### config.mk
export PLATFORM = sky130hd
export DESIGN_NAME = operand_sel_pipe
export DESIGN_NICKNAME = d
export VERILOG_FILES = /design/src/rtl/opsel_pkg.sv /design/src/rtl/opsel_mux_comb.sv /design/src/rtl/operand_sel_pipe.sv
export SDC_FILE = /design/constraint.sdc
export NUM_CORES = 1
export LEC_CHECK = 0
export ABC_AREA = 1
export CORE_MARGIN = 5
export CORE_UTILIZATION = 37
export CTS_BUF_LIST = sky130_fd_sc_hd__clkbuf_8
export DETAILED_ROUTE_END_ITERATION = 10
export GPL_TIMING_DRIVEN = 0
export HOLD_SLACK_MARGIN = 0.02
export PLACE_DENSITY = 0.92
export SYNTH_ARGS = -nofsm -noshare
export SYNTH_HDL_FRONTEND = slang
export SYNTH_SLANG_ARGS = --single-unit
### constraint.sdc
create_clock -name clk -period 1.75 [get_ports clk]
set_clock_uncertainty 0.2 [all_clocks]
set_input_delay 0.2625 -clock clk [delete_from_list [all_inputs] [get_ports clk]]
set_output_delay 0.2625 -clock clk [all_outputs]
set_load 0.03 [all_outputs]
### src/rtl/opsel_pkg.sv
// Shared definitions for the operand selector: error fill value, skid states, select width.
// No logic; imported by the selector and its wrapper.
package opsel_pkg;

    // Fill bit replicated across ELEN when a select is out of range.
    localparam logic OPSEL_ERR_DATA = 1'b0;

    typedef enum logic [1:0] {
        SKID_EMPTY = 2'd0,
        SKID_ONE   = 2'd1,
        SKID_FULL  = 2'd2
    } skid_state_e;

    function automatic int opsel_sel_w(input int num_in);
        return (num_in > 1) ? $clog2(num_in) : 1;
    endfunction

endpackage

### src/rtl/opsel_mux_comb.sv
// Purely combinational NUM_IN:1 selector with range-error flag; zero latency.
// No handshake; the caller owns flow control.
module opsel_mux_comb
    import opsel_pkg::*;
#(
    parameter int ELEN   = 32,
    parameter int NUM_IN = 5,
    parameter int SEL_W  = opsel_sel_w(NUM_IN)
) (
    input  logic [NUM_IN*ELEN-1:0] in_data,
    input  logic [SEL_W-1:0]       in_sel,
    output logic [ELEN-1:0]        sel_data,
    output logic                   sel_err
);

    // Any index that matches no source leaves the error defaults in place.
    always_comb begin
        sel_data = {ELEN{OPSEL_ERR_DATA}};
        sel_err  = 1'b1;
        for (int k = 0; k < NUM_IN; k++) begin
            if (in_sel == SEL_W'(k)) begin
                sel_data = in_data[k*ELEN +: ELEN];
                sel_err  = 1'b0;
            end
        end
    end

endmodule

### src/rtl/operand_sel_pipe.sv
// Registered N:1 operand selector with valid/ready; 1-cycle latency, 1 beat/cycle.
// Backpressure: in_ready = !out_valid || out_ready; with OPSEL_SKID_EN a 2-entry skid makes in_ready a flop.
module operand_sel_pipe
    import opsel_pkg::*;
#(
    parameter int ELEN   = 32,
    parameter int NUM_IN = 5,
    parameter int SEL_W  = opsel_sel_w(NUM_IN)
) (
    input  logic                   clk,
    input  logic                   rst,
    input  logic [NUM_IN*ELEN-1:0] in_data,
    input  logic [SEL_W-1:0]       in_sel,
    input  logic                   in_valid,
    output logic                   in_ready,
    output logic [ELEN-1:0]        out_data,
    output logic                   out_err,
    output logic                   out_valid,
    input  logic                   out_ready
);

    logic [ELEN-1:0] mux_data;
    logic            mux_err;
    logic            accept;

    logic [ELEN-1:0] dat_q, dat_d;
    logic            err_q, err_d;
    logic            vld_q, vld_d;

    opsel_mux_comb #(
        .ELEN   (ELEN),
        .NUM_IN (NUM_IN),
        .SEL_W  (SEL_W)
    ) u_mux (
        .in_data  (in_data),
        .in_sel   (in_sel),
        .sel_data (mux_data),
        .sel_err  (mux_err)
    );

    assign out_data  = dat_q;
    assign out_err   = err_q;
    assign out_valid = vld_q;

`ifdef OPSEL_SKID_EN

    skid_state_e     state_q, state_d;
    logic [ELEN-1:0] skd_dat_q, skd_dat_d;
    logic            skd_err_q, skd_err_d;
    logic            rdy_q, rdy_d;

    assign in_ready = rdy_q;
    assign accept   = in_valid && rdy_q;

    // Main register always holds the oldest beat; skid only absorbs the one beat
    // accepted while the consumer stalls, then refills main as soon as main drains.
    always_comb begin
        state_d   = state_q;
        dat_d     = dat_q;
        err_d     = err_q;
        skd_dat_d = skd_dat_q;
        skd_err_d = skd_err_q;
        case (state_q)
            SKID_EMPTY: begin
                if (accept) begin
                    dat_d   = mux_data;
                    err_d   = mux_err;
                    state_d = SKID_ONE;
                end
            end
            SKID_ONE: begin
                if (accept && out_ready) begin
                    dat_d = mux_data;
                    err_d = mux_err;
                end else if (accept) begin
                    skd_dat_d = mux_data;
                    skd_err_d = mux_err;
                    state_d   = SKID_FULL;
                end else if (out_ready) begin
                    state_d = SKID_EMPTY;
                end
            end
            SKID_FULL: begin
                if (out_ready) begin
                    dat_d   = skd_dat_q;
                    err_d   = skd_err_q;
                    state_d = SKID_ONE;
                end
            end
            default: state_d = SKID_EMPTY;
        endcase
        vld_d = (state_d != SKID_EMPTY);
        rdy_d = (state_d != SKID_FULL);
    end

    always_ff @(posedge clk or posedge rst) begin
        if (rst) begin
            state_q   <= SKID_EMPTY;
            skd_dat_q <= '0;
            skd_err_q <= 1'b0;
            rdy_q     <= 1'b1;
        end else begin
            state_q   <= state_d;
            skd_dat_q <= skd_dat_d;
            skd_err_q <= skd_err_d;
            rdy_q     <= rdy_d;
        end
    end

`else

    assign in_ready = !vld_q || out_ready;
    assign accept   = in_valid && in_ready;

    always_comb begin
        dat_d = dat_q;
        err_d = err_q;
        vld_d = vld_q;
        if (accept) begin
            dat_d = mux_data;
            err_d = mux_err;
            vld_d = 1'b1;
        end else if (out_ready) begin
            vld_d = 1'b0;
        end
    end

`endif

    always_ff @(posedge clk or posedge rst) begin
        if (rst) begin
            dat_q <= '0;
            err_q <= 1'b0;
            vld_q <= 1'b0;
        end else begin
            dat_q <= dat_d;
            err_q <= err_d;
            vld_q <= vld_d;
        end
    end

endmodule
==> metrics <==
status=finished, final reports clean; vias in the first global route=4239; Top FF cell, synth=dfrtp_1; register area=851 sq um; Async SR Flop Fraction=100%; DR top layer=met4; CP Data Arrival Time=1.25 ns; Initial Utilization=37.5%; worst-path cell chain=clkdlybuf4s50_1 -> inv_1 -> nand2_1 -> clkdlybuf4s15_1; Post-Layout Cell Count=882; VDD IR max=0.000305 V; final hold violations=0; area leader, netlist=dfrtp_1; Post-synth EDFFs=0; post-route ant nets=0; Worst-Margin Slew=0.778 ns; Area contributors post-synth=dfrtp_1, nand2_1, nand3_1; post-synth top area share=27.9%; maxcap violations=0; most common library cells after synthesis=nand2_1, inv_1, nand3_1; TritonCTS sink count=34; CTS Buf Count=5; crit path kind=in2out; multiplexer area fraction after synthesis=0%; P per Cell Area=546 mW/mm^2; r2r setup slk=0.13 ns; Area growth, synth to finish=75.4%; Global Route Usage Sum=24.8%; vias per inst=4.90; Post-Synth Simple-Gate Area=48.8%; Mapped Avg Cell Area=5.40 sq um; Root Driver=clkbuf_8; share of layout cells above drive strength 1=6.57%; Largest delay share family, worst path=buffers and inverters; core area=0.00813 sq mm; DRT Pass-1 Iters=5; IO Count=202; Cells after Synth=564; Distinct cells, synth=19; post-synthesis adder-cell area fraction=0%; WL final=13.0 mm; R2R Path Start=out_valid; GRT overflow=0; Multi-input gate area=0.00169 sq mm; Die ar.=0.0102 sq mm; Synth Area in Compound Gates=5.67%; period utilization=97.6%; DR iter-0 viols=210; Netlist Area Pre-Place=0.00305 sq mm; Largest stage delay, worst path=0.46 ns; CP Max Fanout=2; first-pass GRT wire length=20.1 mm; antenna violations before repair=1; worst skew pair latency=0.29 ns; Post-Syn Nets=731; relative slew slack=48.0%; Buffers on Ports=201; FILL cells=714; met2 wire len=6.54 mm; dpl hpwl=10.5 mm; Setup crit start kind=input pin; placed cells=870; synthesized flop and latch total=34; wl on met1=4.80 mm; met3 wire length=1.23 mm; Worst-path clk slew=0.09 ns; Worst path slowest cell=clkdlybuf4s50_1; overall power=2920 uW; CTS tree=built; deepest clock path buffer count=2; Synth Area in XOR/XNOR=0%; drt wl/cell=14.7 um; vias=4318; chip width=101 um; endpoints failing setup=0; Worst Setup End Kind=output pin; leakage power total=0.00312 uW; RePlAce Congestion=0.910; worst r2r path cells=5; Core Rows=33; Worst setup startpoint=out_ready; Tmin final=1.71 ns; Worst Path Buf+Inv=3; warning count from the yosys run=0; Worst EP required=1.29 ns; Final Max Tran Viols=0; largest net degree at the start of global routing=35; r2r endpoint=out_data[22]; sequential area share after synthesis=27.9%; most frequent cell after synthesis=nand2_1; largest family of logic cells by synthesized area=simple AND/OR/NAND/NOR gates; H-tree levels=2; maximum clock rate=586 MHz; drt drc=0; fin nets=942; Die H=101 um; Worst Hold Class=in2async
## power by group
| part | internal [uW] | leakage [uW] | switching (uW) | total, uW |
|---|---|---|---|---|
| combinational | 613 | 0.00264 | 718 | 1330 |
| sequential | 901 | 0.000436 | 64.2 | 965 |
| clock | 312 | 0.0000524 | 309 | 621 |
| total | 1830 | 0.00312 | 1090 | 2920 |
## worst register-to-register path: stages (launching register included)
cell and delay, ns:
dfrtp_1 0.44, a21oi_4 0.30, clkinv_2 0.20, buf_2 0.22
nand2_1 0.09, nand2_1 0.06
## cell usage in the layout, fill, tap and decap left out, types with 8 or more instances in the layout
master / synthesis / routed
nand2_1: 195 / 195
clkdlybuf4s50_1: 0 / 163
inv_1: 100 / 100
nand3_1: 96 / 96
nor2_1: 65 / 63
dlygate4sd2_1: 0 / 35
dfrtp_1: 34 / 34
o21ai_0: 21 / 19
buf_2: 18 / 13
o21ai_1: 11 / 13
clkbuf_4: 0 / 8
clkbuf_2: 0 / 8
## per-layer routing
layer	global-route usage, %	vias up
met3	6.57	39
met1	27.8	1921
li1	-	2122
met2	44.3	236
met4	10.1	0
met5	0	-
## state kept, by name (all words and copies together), names as in the netlist
name	cells
out_valid	1
out_err	1
out_data	32
## repair_timing
item | CTS | global route
hold buffers | 0 | 0
pin swaps | 0 | 1
resized for setup | 52 | 25
buffers inserted | 3 | 1
setup endpoints to repair | 102 | 33
## worst max-delay path by stage
stage	depth (start not counted)	end	slack (ns)
4_1_cts	9	out_data[15]	-0.009
2_1_floorplan	5	out_data[0]	0.11
6_report	4	in_ready	0.04
3_3_place_gp	7	out_data[1]	-0.79
5_1_grt	9	out_data[17]	-0.006
3_5_place_dp	7	out_data[0]	-0.84
## area by class of cell
type                       count  share of cell area (%)
antenna                        1                  0.0468
tap                          105                    2.46
buffer                        33                    3.58
sequential                    34                    15.9
timing repair buffer         205                    37.5
inverter                     102                    7.26
clock buffer                   6                    1.54
multi-input combinational    394                    31.6
clock inverter                 2                   0.164
## kinds of logic after synthesis
kind of cell / count (synthesis)
AO/OA/AOI/OAI: 34
buffers and inverters: 136
flip-flops: 34
AND/OR/NAND/NOR: 360
## stage by stage
| stage | hold WS [ns] | TNS (ns) | worst slack [ns] | cell area, sq um | utilization [%] |
|---|---|---|---|---|---|
| after global routing | 0.308 | -0.0139 | -0.00595 | 5350 | 65.7 |
| after detailed placement | 0.264 | -38.45 | -0.837 | 5190 | 63.8 |
| final | 0.251 | 0 | 0.0421 | 5350 | 65.7 |
| after floorplan | 0.174 | 0 | 0.108 | 3050 | - |
| after CTS | 0.275 | -0.00908 | -0.00908 | 5300 | 65.1 |
| after global placement | 0.262 | -33.36 | -0.788 | 5190 | 63.8 |
Power figures use the tool's default switching activity.
==> patch 1: new RTL, same settings <==
Register the output `out_err` once more, without a reset; this adds one clock of latency there. The other outputs are not delayed to match.
--- a/src/rtl/operand_sel_pipe.sv
+++ b/src/rtl/operand_sel_pipe.sv
@@ -39,7 +39,9 @@
     );
 
     assign out_data  = dat_q;
-    assign out_err   = err_q;
+    always_ff @(posedge clk) begin
+        out_err <= err_q;
+    end
     assign out_valid = vld_q;
 
 `ifdef OPSEL_SKID_EN
Behaviour: not the same (Yosys sat finds a counterexample within 4 cycles, from zero or initial values and one cycle with rst high).
==> patch 1 against the original RTL <==
- count of clock-buffer cells in the layout increased by 1
- synthesized area increased by 0.66%
- non-clock buffer count decreased by 1
- sequential cell count increased by 1
- utilization increased by 0.23 points
- power increased by 1.8%
- worst setup slack improved by 17 ps
- sequential share of layout area increased by 0.32 points
- critical path depth unchanged
- wire length decreased by 1.8%
- cell area increased by 0.35%
==> patch 1: results (changes against the original RTL) <==
metric,value,unit,change
status,finished clean,,
GR Util met3,0.0561,,-0.00969
sequential cell area share,0.162,,+0.00318
"worst slack, placed",-789,ps,+48.0 ps
CTS Sinks,35,,+2.9%
Leak,0.00314,uW,+0.44%
"Seq/Total Area, Yosys",0.284,,+0.00470
combinational power share,0.445,,-0.011
min-delay worst type,reg -> reg,,
Post-DP HPWL,10.4,mm,-1.2%
GR met2 Demand/Resource,0.430,,-0.0130
syn nets,732,,+0.14%
Final GP Congestion,0.935,,+2.7%
layout cell share with drive strength beyond 1,0.0619,,-0.00387
Antenna diodes,0,,-1
Via Count,4232,,-2.0%
area of the multi-input gates,0.00168,mm2,-0.15%
FF-to-FF End,out_data[2],,
area post-placement,0.00521,mm2,+0.39%
met3 WL,1.18,mm,-4.5%
postcts setup bufs,1,,-2
register area,871,um2,+2.4%
GR Util met1,0.281,,+0.00319
Worst VDD drop,0.000375,V,+23%
Total GRT Usage,0.244,,-0.00398
Via density,4.80,,-1.9%
DR WL met2,6.42,mm,-1.9%
Mapped Avg Cell Area,5.43,um2,+0.48%
==> patch 1: cell count changes in the layout (fill, tap and decap cells not counted), sizes merged <==
cell | unedited run | this run
clkinv | 2 | 1
dfxtp | 0 | 1
diode | 1 | 0
dlygate4sd2 | 35 | 34
clkbuf | 24 | 17
dlymetal6s2s | 2 | 3
buf | 19 | 26
==> patch 1: cell families (layout without fill, tap and decap cells) <==
logic type | Yosys count | in the layout | share of synthesized area
AO/OA/AOI/OAI | 34 | 34 | 0.0563
buffers and inverters | 136 | 347 | 0.175
flip-flops | 35 | 35 | 0.284
AND/OR/NAND/NOR | 360 | 360 | 0.485
==> patch 1: how the worst max path moves through the flow <==
stage	startpoint	endpoint	slack (ps)	cells after the start
6_report	out_ready	in_ready	60	4
3_5_place_dp	in_valid	out_data[2]	-790	7
2_1_floorplan	out_valid	out_data[0]	110	5
4_1_cts	out_err	out_err	20	1
3_3_place_gp	out_ready	out_data[30]	-790	7
5_1_grt	in_sel[2]	out_data[8]	6	9
==> patch 2: new RTL, config.mk and constraints unchanged <==
Made on the original files. `ELEN` is set to 32 in 2 places; all go to 64.
--- a/src/rtl/opsel_mux_comb.sv
+++ b/src/rtl/opsel_mux_comb.sv
@@ -3,7 +3,7 @@
 module opsel_mux_comb
     import opsel_pkg::*;
 #(
-    parameter int ELEN   = 32,
+    parameter int ELEN   = 64,
     parameter int NUM_IN = 5,
     parameter int SEL_W  = opsel_sel_w(NUM_IN)
 ) (
--- a/src/rtl/operand_sel_pipe.sv
+++ b/src/rtl/operand_sel_pipe.sv
@@ -3,7 +3,7 @@
 module operand_sel_pipe
     import opsel_pkg::*;
 #(
-    parameter int ELEN   = 32,
+    parameter int ELEN   = 64,
     parameter int NUM_IN = 5,
     parameter int SEL_W  = opsel_sel_w(NUM_IN)
 ) (
Ports: changed (resized in_data and out_data); port bits go from 202 to 394. The function was not compared with the original's and may differ.
==> patch 2 against the original RTL <==
- cell area rose by 97%
- sequential cell count rose by 32
- clock power rose by 100%
- wire length rose by 150%
- synthesized cell count rose by 98%
- synthesized area rose by 97%
- worst setup slack got worse by 3.0 ps
- critical path depth did not move
- power rose by 100%
- largest power group unchanged
==> patch 2: results (changes against the original RTL) <==
metric,value,unit,change
status,finished clean,,
largest net degree at the start of global routing,40,,+14%
layout cell share with drive strength beyond 1,0.0665,,+0.000815
H-tree Lvls,3,,+1
vias in the first global route,8369,,+97%
Starting DRT DRC Count,528,,+150%
Leak,0.00612,uW,+96%
sw frac,0.399,,+0.0255
clk_lat worst skew,360,ps,+70 ps
dominant cells by area after synthesis,"dfrtp_1, nand2_1, nand3_1, inv_1, nor2_1",,
"Seq/Total Area, Yosys",0.275,,-0.00397
first-pass GRT wire length,45.8,mm,+130%
Post-CTS Resized,101,,+94%
"worst slack, placed",-820,ps,+17.2 ps
postcts setup bufs,5,,+2
Logic power comb,2690,uW,+100%
PortBufs,393,,+96%
CTS buffer count,9,,+4
syn nets,1444,,+98%
Total GRT Usage,0.322,,+0.0736
Synth Area in Compound Gates,0.0555,,-0.00120
clock share of power,0.217,,+0.004
Final GP Congestion,0.978,,+7.4%
Final #Nets,1855,,+97%
max FFs per register,64,,+100%
min-delay worst type,in -> async,,
Post-DP HPWL,25.0,mm,+140%
Worst VDD drop,0.000304,V,-0.40%
initial antenna violation count,6,,+5
most common library cells after synthesis,"nand2_1, inv_1, nand3_1, nor2_1, dfrtp_1",,
Wirelength per Cell,18.2,um,+24%
Worst Max-Slew Pin Slew,718,ps,-60.0 ps
Cell variety after synth,15,,-4
[patch 2: changes by cell type after synthesis, sizes merged, moves of 32 or more]
cell / before / now
o21ai: 32 / 64
inv: 101 / 198
nand3: 96 / 191
nor2: 67 / 131
nand2: 196 / 388
dfrtp: 34 / 66
[patch 2: stage by stage]
step | hold WS, ps | setup TNS, ps | cells | total power, uW | cell area (um2)
2_1_floorplan | 174 | 0 | 1117 | 3140 | 6010
3_3_place_gp | 262 | -69360 | 1726 | 4660 | 10200
3_5_place_dp | 264 | -42420 | 1727 | 4710 | 10200
4_1_cts | 181 | 0 | 1748 | 5810 | 10400
5_1_grt | 209 | 0 | 1755 | 6120 | 10500
6_report | 172 | 0 | 1755 | 5850 | 10500
[patch 2: layout make-up]
class | instances | area [um2] | area share
diodes | 6 | 15.0 | 0.00143
plain buffers | 75 | 452 | 0.0430
clock buffers | 10 | 138 | 0.0131
clock inverters | 6 | 42.5 | 0.00405
inverters | 198 | 747 | 0.0711
multi-input cells | 778 | 3280 | 0.312
flip-flops and latches | 66 | 1650 | 0.157
well taps | 216 | 270 | 0.0257
repair buffers | 400 | 3910 | 0.372
[patch 2: final timing paths]
| check | start | endpoint | slack, ps | cells after the start |
|---|---|---|---|---|
| setup / recovery | out_ready | in_ready | 40 | 4 |
| hold / removal | rst | out_data[19] | 170 | 2 |
| setup reg to reg | out_valid | out_data[38] | 120 | 6 |
| hold reg to reg | out_data[3] | out_data[3] | 280 | 2 |
| max in group asynchronous | rst | out_data[38] | 500 | 3 |
| min in group clk | out_data[3] | out_data[3] | 280 | 2 |
[patch 2: routing by layer]
layer / GRT usage / wire (um)
met5: 0 / 0
met3: 0.0811 / 3110
met4: 0.178 / 1740
met1: 0.356 / 11500
met2: 0.562 / 15600
